### src/rtl/spi_slave.sv
// SPI slave: oversamples cs_n/sclk/mosi on clk, captures nb_rx mosi bits and shifts out nb_tx miso bits.
// Latency: first miso bit 4 clk after cs_n falls; rx_valid/rx_err 4 clk after cs_n rises.
// No backpressure: the master paces the transfer; rx_valid/rx_err/tx_load are single-cycle pulses.
module spi_slave #(
  parameter int P_RX_DATA_WIDTH = 256,
  parameter int P_TX_DATA_WIDTH = 256
) (
  input  logic                       clk,
  input  logic                       rst,
  input  logic                       cs_n,
  input  logic                       sclk,
  input  logic                       mosi,
  output logic                       miso,
  output logic                       miso_oe,
  input  logic                       y0_sclk,
  input  logic                       y0_miso,
  input  logic [7:0]                 nb_rx,
  input  logic [7:0]                 nb_tx,
  input  logic [P_TX_DATA_WIDTH-1:0] tx_data,
  output logic                       tx_load,
  output logic [P_RX_DATA_WIDTH-1:0] rx_data,
  output logic                       rx_valid,
  output logic                       rx_err
);

  // Counters are one bit wider than nb_* so a count of 256 (full default word) fits.
  localparam int CW = 9;

  typedef enum logic [1:0] {S_IDLE, S_ACTIVE, S_DONE} state_t;

  state_t                     state;
  logic [1:0]                 cs_ff, sclk_ff, mosi_ff;
  logic                       sclk_d;
  logic [1:0]                 sync_fill;
  logic                       cs_s, sclk_s, mosi_s;
  logic                       lead, trail;
  logic                       armed;
  logic [CW-1:0]              nbr_lim, nbt_lim;
  logic [CW-1:0]              nbr_q, nbt_q;
  logic [CW-1:0]              rx_cnt, tx_cnt, tx_cnt_nx, tx_idx;
  logic [P_RX_DATA_WIDTH-1:0] rx_sr;
  logic [P_TX_DATA_WIDTH-1:0] tx_sr, tx_sh;
  logic                       tx_bit;

  assign cs_s   = cs_ff[1];
  assign sclk_s = sclk_ff[1];
  assign mosi_s = mosi_ff[1];

  // Edges are defined relative to the idle level so both clock polarities share one datapath.
  assign lead  = (sclk_d == y0_sclk) && (sclk_s != y0_sclk);
  assign trail = (sclk_d != y0_sclk) && (sclk_s == y0_sclk);

  // Synchronizers plus sclk history; sync_fill marks when cs_s reflects the pin again after reset.
  always_ff @(posedge clk) begin
    if (rst) begin
      cs_ff     <= 2'b11;
      sclk_ff   <= {2{y0_sclk}};
      mosi_ff   <= 2'b00;
      sclk_d    <= y0_sclk;
      sync_fill <= 2'b00;
    end else begin
      cs_ff     <= {cs_ff[0], cs_n};
      sclk_ff   <= {sclk_ff[0], sclk};
      mosi_ff   <= {mosi_ff[0], mosi};
      sclk_d    <= sclk_s;
      sync_fill <= {sync_fill[0], 1'b1};
    end
  end

  // Clamp bit counts to the word widths, and pick the miso bit for the post-edge tx count.
  always_comb begin
    nbr_lim = {1'b0, nb_rx};
    if (int'(nb_rx) > P_RX_DATA_WIDTH) nbr_lim = CW'(P_RX_DATA_WIDTH);
    nbt_lim = {1'b0, nb_tx};
    if (int'(nb_tx) > P_TX_DATA_WIDTH) nbt_lim = CW'(P_TX_DATA_WIDTH);

    tx_cnt_nx = tx_cnt;
    if (trail && (tx_cnt < nbt_q)) tx_cnt_nx = tx_cnt + CW'(1);
    tx_idx = nbt_q - CW'(1) - tx_cnt_nx;
    tx_sh  = tx_sr >> tx_idx;
    tx_bit = (tx_cnt_nx < nbt_q) ? tx_sh[0] : y0_miso;
  end

  // Transaction FSM with registered outputs.
  always_ff @(posedge clk) begin
    if (rst) begin
      state    <= S_IDLE;
      armed    <= 1'b0;
      miso     <= y0_miso;
      miso_oe  <= 1'b0;
      rx_valid <= 1'b0;
      rx_err   <= 1'b0;
      tx_load  <= 1'b0;
      rx_data  <= '0;
      rx_cnt   <= '0;
      tx_cnt   <= '0;
      nbr_q    <= '0;
      nbt_q    <= '0;
      rx_sr    <= '0;
      tx_sr    <= '0;
    end else begin
      rx_valid <= 1'b0;
      rx_err   <= 1'b0;
      tx_load  <= 1'b0;
      // A transaction may only start after cs_n has genuinely been seen high.
      if (cs_s && sync_fill[1]) armed <= 1'b1;

      case (state)
        S_IDLE: begin
          miso    <= y0_miso;
          miso_oe <= 1'b0;
          if (armed && !cs_s) begin
            tx_sr   <= tx_data;
            rx_sr   <= '0;
            rx_cnt  <= '0;
            tx_cnt  <= '0;
            nbr_q   <= nbr_lim;
            nbt_q   <= nbt_lim;
            tx_load <= 1'b1;
            miso_oe <= 1'b1;
            state   <= S_ACTIVE;
          end
        end
        S_ACTIVE: begin
          if (cs_s) begin
            miso    <= y0_miso;
            miso_oe <= 1'b0;
            state   <= S_DONE;
          end else begin
            if (lead && (rx_cnt < nbr_q)) begin
              rx_sr  <= {rx_sr[P_RX_DATA_WIDTH-2:0], mosi_s};
              rx_cnt <= rx_cnt + CW'(1);
            end
            tx_cnt <= tx_cnt_nx;
            miso   <= tx_bit;
          end
        end
        S_DONE: begin
          miso <= y0_miso;
          if ((nbr_q != '0) && (rx_cnt == nbr_q)) begin
            rx_data  <= rx_sr;
            rx_valid <= 1'b1;
          end else if (rx_cnt < nbr_q) begin
            rx_err <= 1'b1;
          end
          state <= S_IDLE;
        end
        default: state <= S_IDLE;
      endcase
    end
  end

endmodule
### config.mk
export PLATFORM = sky130hd
export DESIGN_NAME = spi_slave
export DESIGN_NICKNAME = d
export VERILOG_FILES = /design/src/rtl/spi_slave.sv
export SDC_FILE = /design/constraint.sdc
export NUM_CORES = 1
export LEC_CHECK = 0
export ABC_AREA = 1
export ABC_CLOCK_PERIOD_IN_PS = 4600
export CORE_MARGIN = 3
export CORE_UTILIZATION = 49
export DETAILED_ROUTE_END_ITERATION = 8
export GPL_ROUTABILITY_DRIVEN = 0
export PLACE_DENSITY = 0.87
export SETUP_SLACK_MARGIN = 0.2
export SLEW_MARGIN = 20
export SYNTH_ARGS = -nofsm -noshare
export SYNTH_HDL_FRONTEND = slang
export SYNTH_SLANG_ARGS = --single-unit
### constraint.sdc
create_clock -name clk -period 4.6 [get_ports clk]
set_clock_uncertainty 0.15 [all_clocks]
set_input_delay 1.38 -clock clk [delete_from_list [all_inputs] [get_ports clk]]
set_output_delay 1.38 -clock clk [all_outputs]
set_load 0.005 [all_outputs]
==> flow_summary.json, run 1 <==
{
  "synth_common_cells": "dfxtp_1, nor2_1, inv_1, o21ai_0, nand2_1",
  "min-delay-start": "sync_fill[0]",
  "wl_mm": 103.9,
  "slew_headroom_pct": 41.32,
  "tightest_slew_ns": 0.8802,
  "netlist_instances": 4773,
  "nets": 5462,
  "crit_required_ns": 4.84,
  "ys_ff_latch": 819,
  "grt_pass1_vias": 30520,
  "layout_setup_ws_ns": 0.4229,
  "r2r_setup_slack_ns": 0.56,
  "root_buffer": "clkbuf_16",
  "synth_top_cell_area_share_pct": 48.24,
  "dr.pass1.iters": 7,
  "ir_drop_uv": 349.6,
  "ant_nets": 0,
  "die_h_um": 269.2,
  "drive_above_1_share_pct": 4.771,
  "syn-num-nets": 5085,
  "avgSynthCellArea_sq_um": 7.113,
  "synth_seq_area_share_pct": 48.32,
  "cts_tree": "done",
  "antenna_found_initial": 10,
  "synth_area_leader_cell": "dfxtp_1",
  "finalMaxSlewViolations": 0,
  "postCtsHoldBufs": 0,
  "critical_path_class": "primary input to register",
  "synth-edff-count": 1,
  "overflow": 0,
  "drc": 0,
  "cts_max_level": 3,
  "setup-violations-final": 0,
  "start_util_pct": 50.02,
  "power.total_mw": 15.40,
  "clk_latency_ns": 0.64,
  "clock_sinks": 819,
  "routed_via_density": 5.229,
  "area_growth_pct": 26.58,
  "hold_viol_final": 0,
  "fin_crit_ns": 4.177,
  "p_per_area_nw_per_um2": 358.3,
  "hold_class": "register to register",
  "end_kind": "register",
  "reg2reg_to": "miso",
  "synth_area_leaders": "dfxtp_1, o21ai_0, nor2_1, inv_1, nand2_1",
  "fillCellCount": 5399,
  "synth_area_sq_um": 33950,
  "yosys_warnings": 0,
  "whs_endpoint": "sync_fill[1]",
  "synth-main-ff-cell": "dfxtp_1",
  "cp_max_fo": 15,
  "ioPinCount": 540,
  "yosysUniqueCellTypes": 39,
  "whs_path_depth": 2,
  "dieWidth_um": 269.2,
  "reg2reg_from": "nbt_q[2]",
  "die_area_sq_um": 72480,
  "drv_cap": 0,
  "drt-initial-drc-count": 3488,
  "dp_hpwl_mm": 68.60,
  "core_area_sq_um": 67870,
  "r2r_cells": 23,
  "placementRows": 95,
  "worstSetupStartpointType": "primary input",
  "num_vias": 32149,
  "fin_crit_sh_pct": 90.81,
  "portBuffers": 539,
  "avgRoutedWirePerCell_um": 16.90,
  "clkTransAtPathRegs_ns": 0.07,
  "max_freq_ghz": 0.2394,
  "grt_pass1_wl_mm": 164.3,
  "cts_inserted_buffers": 84,
  "cts_buffer_depth": 3,
  "status": "complete, no violations",
  "synthArstFlopShare_pct": 0,
  "synth_most_common_cell": "dfxtp_1",
  "crit_arrival_ns": 4.42,
  "leakagePower_nw": 15.74,
  "grt_usage_pct": 27.62,
  "rsz0062_at_grt": "no",
  "pre_cts_ws_ns": -0.5701,
  "grt_max_degree": 275
}
==> how the worst max path moves through the flow <==
stage / startpoint / to / slack, ns
after floorplan: y0_sclk / miso / 0.20
after global placement: y0_sclk / miso / -0.50
after detailed placement: y0_sclk / miso / -0.57
after CTS: y0_sclk / miso / 0.21
after global routing: y0_sclk / miso / 0.19
final: y0_sclk / miso / 0.42
==> final cells by class <==
| type | count | area, sq um | share of cell area [%] |
|---|---|---|---|
| Sequential cell | 819 | 16410 | 38.18 |
| Multi-Input combinational cell | 2856 | 13180 | 30.66 |
| Timing Repair Buffer | 612 | 6295 | 14.65 |
| Inverter | 777 | 2942 | 6.845 |
| Clock buffer | 113 | 2435 | 5.666 |
| Tap cell | 921 | 1152 | 2.682 |
| Clock inverter | 42 | 548.0 | 1.275 |
| Antenna cell | 8 | 20.02 | 0.04658 |
==> cells in the final DEF, fill, tap and decap left out, types with 3 or more instances in the layout <==
cell and n:
dfxtp_1 818, clkinvlp_4 7, bufinv_16 9, nand3_1 278
buf_12 28, a21oi_1 299, diode_2 8, clkbuf_16 87
nand3b_1 3, inv_8 3, clkinv_4 3, inv_2 3
nand2_1 602, o211ai_1 50, clkinv_2 17, o21ai_0 739
xor2_1 13, clkdlybuf4s50_1 537, ha_1 31, nor2_1 798
inv_1 770, nand4_1 6, nor3_1 5, clkbuf_1 10
buf_4 44, clkbuf_8 16
==> what timing repair did <==
item                                    CTS  global route
endpoints found under the setup margin    1             1
gates cloned                              0             0
gates resized for setup                   2             4
setup buffers                             0             0
==> flip-flops by register name (all words and copies together) (netlist names) <==
| name | cells |
|---|---|
| rx_data | 256 |
| rx_sr | 256 |
| tx_sr | 256 |
| rx_cnt | 9 |
| tx_cnt | 9 |
| nbr_q | 8 |
| nbt_q | 8 |
| cs_ff | 2 |
| mosi_ff | 2 |
| sclk_ff | 2 |
| state | 2 |
| sync_fill | 2 |
| armed | 1 |
| miso | 1 |
| miso_oe | 1 |
| rx_err | 1 |
| rx_valid | 1 |
| sclk_d | 1 |
| tx_load | 1 |
==> through the flow <==
step | utilization, % | cell area [sq um] | cells | hold WS [ns] | TNS (ns)
after floorplan | - | 33950 | 4773 | 0.2383 | 0
after global placement | 58.86 | 39950 | 5985 | 0.2398 | -0.4972
after detailed placement | 58.86 | 39950 | 5985 | 0.2430 | -0.5701
after CTS | 63.26 | 42940 | 6140 | 0.2577 | 0
after global routing | 63.29 | 42960 | 6141 | 0.2816 | 0
final | 63.32 | 42970 | 6148 | 0.2568 | 0
==> worst max-delay path, cell delays in order <==
cell	delay [ns]
dlymetal6s2s_1	0.18
xnor2_1	0.16
nor2_1	0.09
nand2_1	0.06
nor3_2	0.15
nand2_2	0.12
xor2_1	0.17
inv_1	0.09
ha_4	0.13
inv_1	0.06
fa_2	0.64
inv_4	0.08
buf_12	0.15
o211ai_1	0.13
nand3_1	0.12
nand3_1	0.13
nand3_1	0.08
nand3_1	0.10
nand3_1	0.09
nand3_1	0.10
nand2_1	0.06
nand2_1	0.05
nand2_1	0.06
==> power by group <==
part | switching [mW] | leakage [nW] | internal, mW
registers | 0.0538 | 6.61 | 7.18
logic | 0.485 | 7.68 | 0.416
clock network | 3.00 | 1.45 | 4.27
total | 3.54 | 15.7 | 11.9
==> metal layers <==
| layer | share of wire (%) | global-route usage [%] |
|---|---|---|
| met3 | 9.2 | 7.032 |
| met5 | 0.056 | 0 |
| met4 | 5.4 | 13.72 |
| met2 | 46 | 44.89 |
| met1 | 39 | 34.11 |
==> kinds of logic (layout without fill, tap and decap cells) <==
kind of cell	count (synthesis)	count (layout)	share of synthesized area, %
buffers and inverters	1098	1544	13.11
XOR/XNOR	19	19	0.5344
adder cells (fa/ha/maj)	33	33	1.238
AND/OR/NAND/NOR	1710	1710	20.24
other	0	8	0
AO/OA/AOI/OAI	1094	1094	16.55
flip-flops	819	819	48.32
Note: power is estimated with default switching activity, not from simulation.
==> inputs of run 2 (changes only) <==
Settings changed: MAX_ROUTING_LAYER set to met4.
==> flow_summary.json, run 2 (same netlist as run 1, synthesis figures left out) <==
{
  "ioPinCount": 540,
  "grt_pass1_vias": 30482,
  "root_buffer": "clkbuf_16",
  "wl_mm": 104.1,
  "clkPwrFrac_pct": 47.2,
  "end_kind": "register",
  "whs_ns": 0.2574,
  "largestRegisters": "rx_data (256), rx_sr (256), tx_sr (256)",
  "grt_pass1_wl_mm": 164.2,
  "crit_start": "y0_sclk",
  "place_area_sq_um": 39950,
  "dp_hpwl_mm": 68.60,
  "avgRoutedWirePerCell_um": 16.92,
  "fin_crit_ns": 4.191,
  "dr.pass1.iters": 6,
  "rsz0062_at_grt": "no",
  "drc": 0,
  "start_util_pct": 50.02,
  "grt_usage_pct": 28.46,
  "crit_arrival_ns": 4.44,
  "routed_via_density": 5.245,
  "switching_share_pct": 22.99,
  "seq_power_share_pct": 47.0,
  "cts_max_level": 3,
  "core_area_sq_um": 67870,
  "ant_nets": 0,
  "final_cell_area_sq_um": 43020,
  "p_switching_mw": 3.541,
  "drive_above_1_share_pct": 4.846,
  "max_freq_ghz": 0.2386,
  "drt-initial-drc-count": 3571,
  "fin_cells": 6153,
  "antenna_found_initial": 9,
  "setup-violations-final": 0,
  "cp_max_fo": 15,
  "clkTransAtPathRegs_ns": 0.07,
  "postCtsHoldBufs": 0,
  "cts_buffer_depth": 3,
  "fillCellCount": 5396,
  "whs_path_depth": 2,
  "clock_sinks": 819,
  "mostFrequentLayoutCell": "dfxtp_1",
  "cts_tree": "done",
  "overflow": 0,
  "r2r_cells": 23,
  "min-delay-start": "sync_fill[0]",
  "nets": 5464,
  "drv_cap": 0,
  "clk_latency_ns": 0.64,
  "intPower_mw": 11.86,
  "p_comb_share_pct": 5.9,
  "die_area_sq_um": 72480,
  "dieWidth_um": 269.2,
  "reg2reg_from": "nbt_q[2]",
  "slew_headroom_pct": 39.95,
  "seqCellArea_sq_um": 16410,
  "grt_max_degree": 275,
  "ir_drop_uv": 350.5,
  "die_h_um": 269.2,
  "hold_class": "register to register",
  "worstSetupStartpointType": "primary input",
  "multi_input_area_sq_um": 13180,
  "cts_inserted_buffers": 84,
  "fin_crit_sh_pct": 91.11,
  "power.total_mw": 15.41,
  "finalMaxSlewViolations": 0,
  "portBuffers": 539,
  "hold_viol_final": 0,
  "dp.cells": 5985,
  "r2r_setup_slack_ns": 0.52,
  "status": "complete, no violations",
  "leakagePower_nw": 15.76,
  "area_growth_pct": 26.72,
  "num_vias": 32275,
  "tightest_slew_ns": 0.9008,
  "crit_required_ns": 4.85,
  "p_per_area_nw_per_um2": 358.1,
  "final_cell_mix": "dfxtp_1, nor2_1, inv_1",
  "placementRows": 95,
  "critical_path_class": "primary input to register"
}
## run 2: worst paths after layout
kind,end
max,miso
min,sync_fill[1]
min reg2reg,sync_fill[1]
max reg2reg,miso
## run 2: metal layers
| metal | share of wire [%] | routed length, um | vias to the layer above | global-route usage, % |
|---|---|---|---|---|
| li1 | - | - | 15630 | - |
| met1 | 40 | 41250 | 14821 | 34.38 |
| met2 | 46 | 47620 | 1482 | 44.84 |
| met3 | 9.2 | 9557 | 342 | 6.623 |
| met4 | 5.5 | 5683 | 0 | 13.91 |
| met5 | 0 | 0 | - | - |
## run 2: final cells by class
cell class / count / share of cell area, %
repair buffers: 614 / 14.72
diodes: 11 / 0.06399
multi-input cells: 2856 / 30.63
inverters: 777 / 6.838
well taps: 921 / 2.679
clock buffers: 113 / 5.660
clock inverters: 42 / 1.274
flip-flops and latches: 819 / 38.14
## run 2: worst max-delay path, cell delays in order
cell            delay [ns]
dlymetal6s2s_1        0.18
xnor2_1               0.16
nor2_1                0.09
nand2_1               0.06
nor3_2                0.15
nand2_2               0.12
xor2_1                0.17
inv_1                 0.09
ha_4                  0.13
inv_1                 0.06
fa_2                  0.69
inv_4                 0.09
buf_12                0.16
o211ai_1              0.12
nand3_1               0.11
nand3_1               0.13
nand3_1               0.08
nand3_1               0.11
nand3_1               0.09
nand3_1               0.10
nand2_1               0.07
nand2_1               0.06
nand2_1               0.04
## run 2: repair_timing
action                                  CTS  global route
pin swaps                                 0             1
endpoints found under the setup margin    1             1
setup buffers                             0             1
gates cloned                              0             1
resized for setup                         2             7
## run 2: metrics by stage
step           utilization, %  worst slack [ns]  setup TNS (ns)
6_report                63.38            0.4091               0
2_1_floorplan               -            0.2045               0
3_3_place_gp            58.86           -0.4972         -0.4972
3_5_place_dp            58.86           -0.5701         -0.5701
4_1_cts                 63.26            0.2082               0
5_1_grt                 63.38            0.2130               0
## run 2: power groups by stage
| stage | combinational [mW] | sequential, mW | clock (mW) |
|---|---|---|---|
| CTS | 0.892 | 7.23 | 7.37 |
| finish | 0.904 | 7.23 | 7.27 |
| detailed placement | 0.875 | 7.39 | 0 |
| global placement | 0.859 | 7.39 | 0 |
| floorplan | 0.476 | 7.37 | 0 |
| global route | 0.997 | 7.24 | 7.65 |
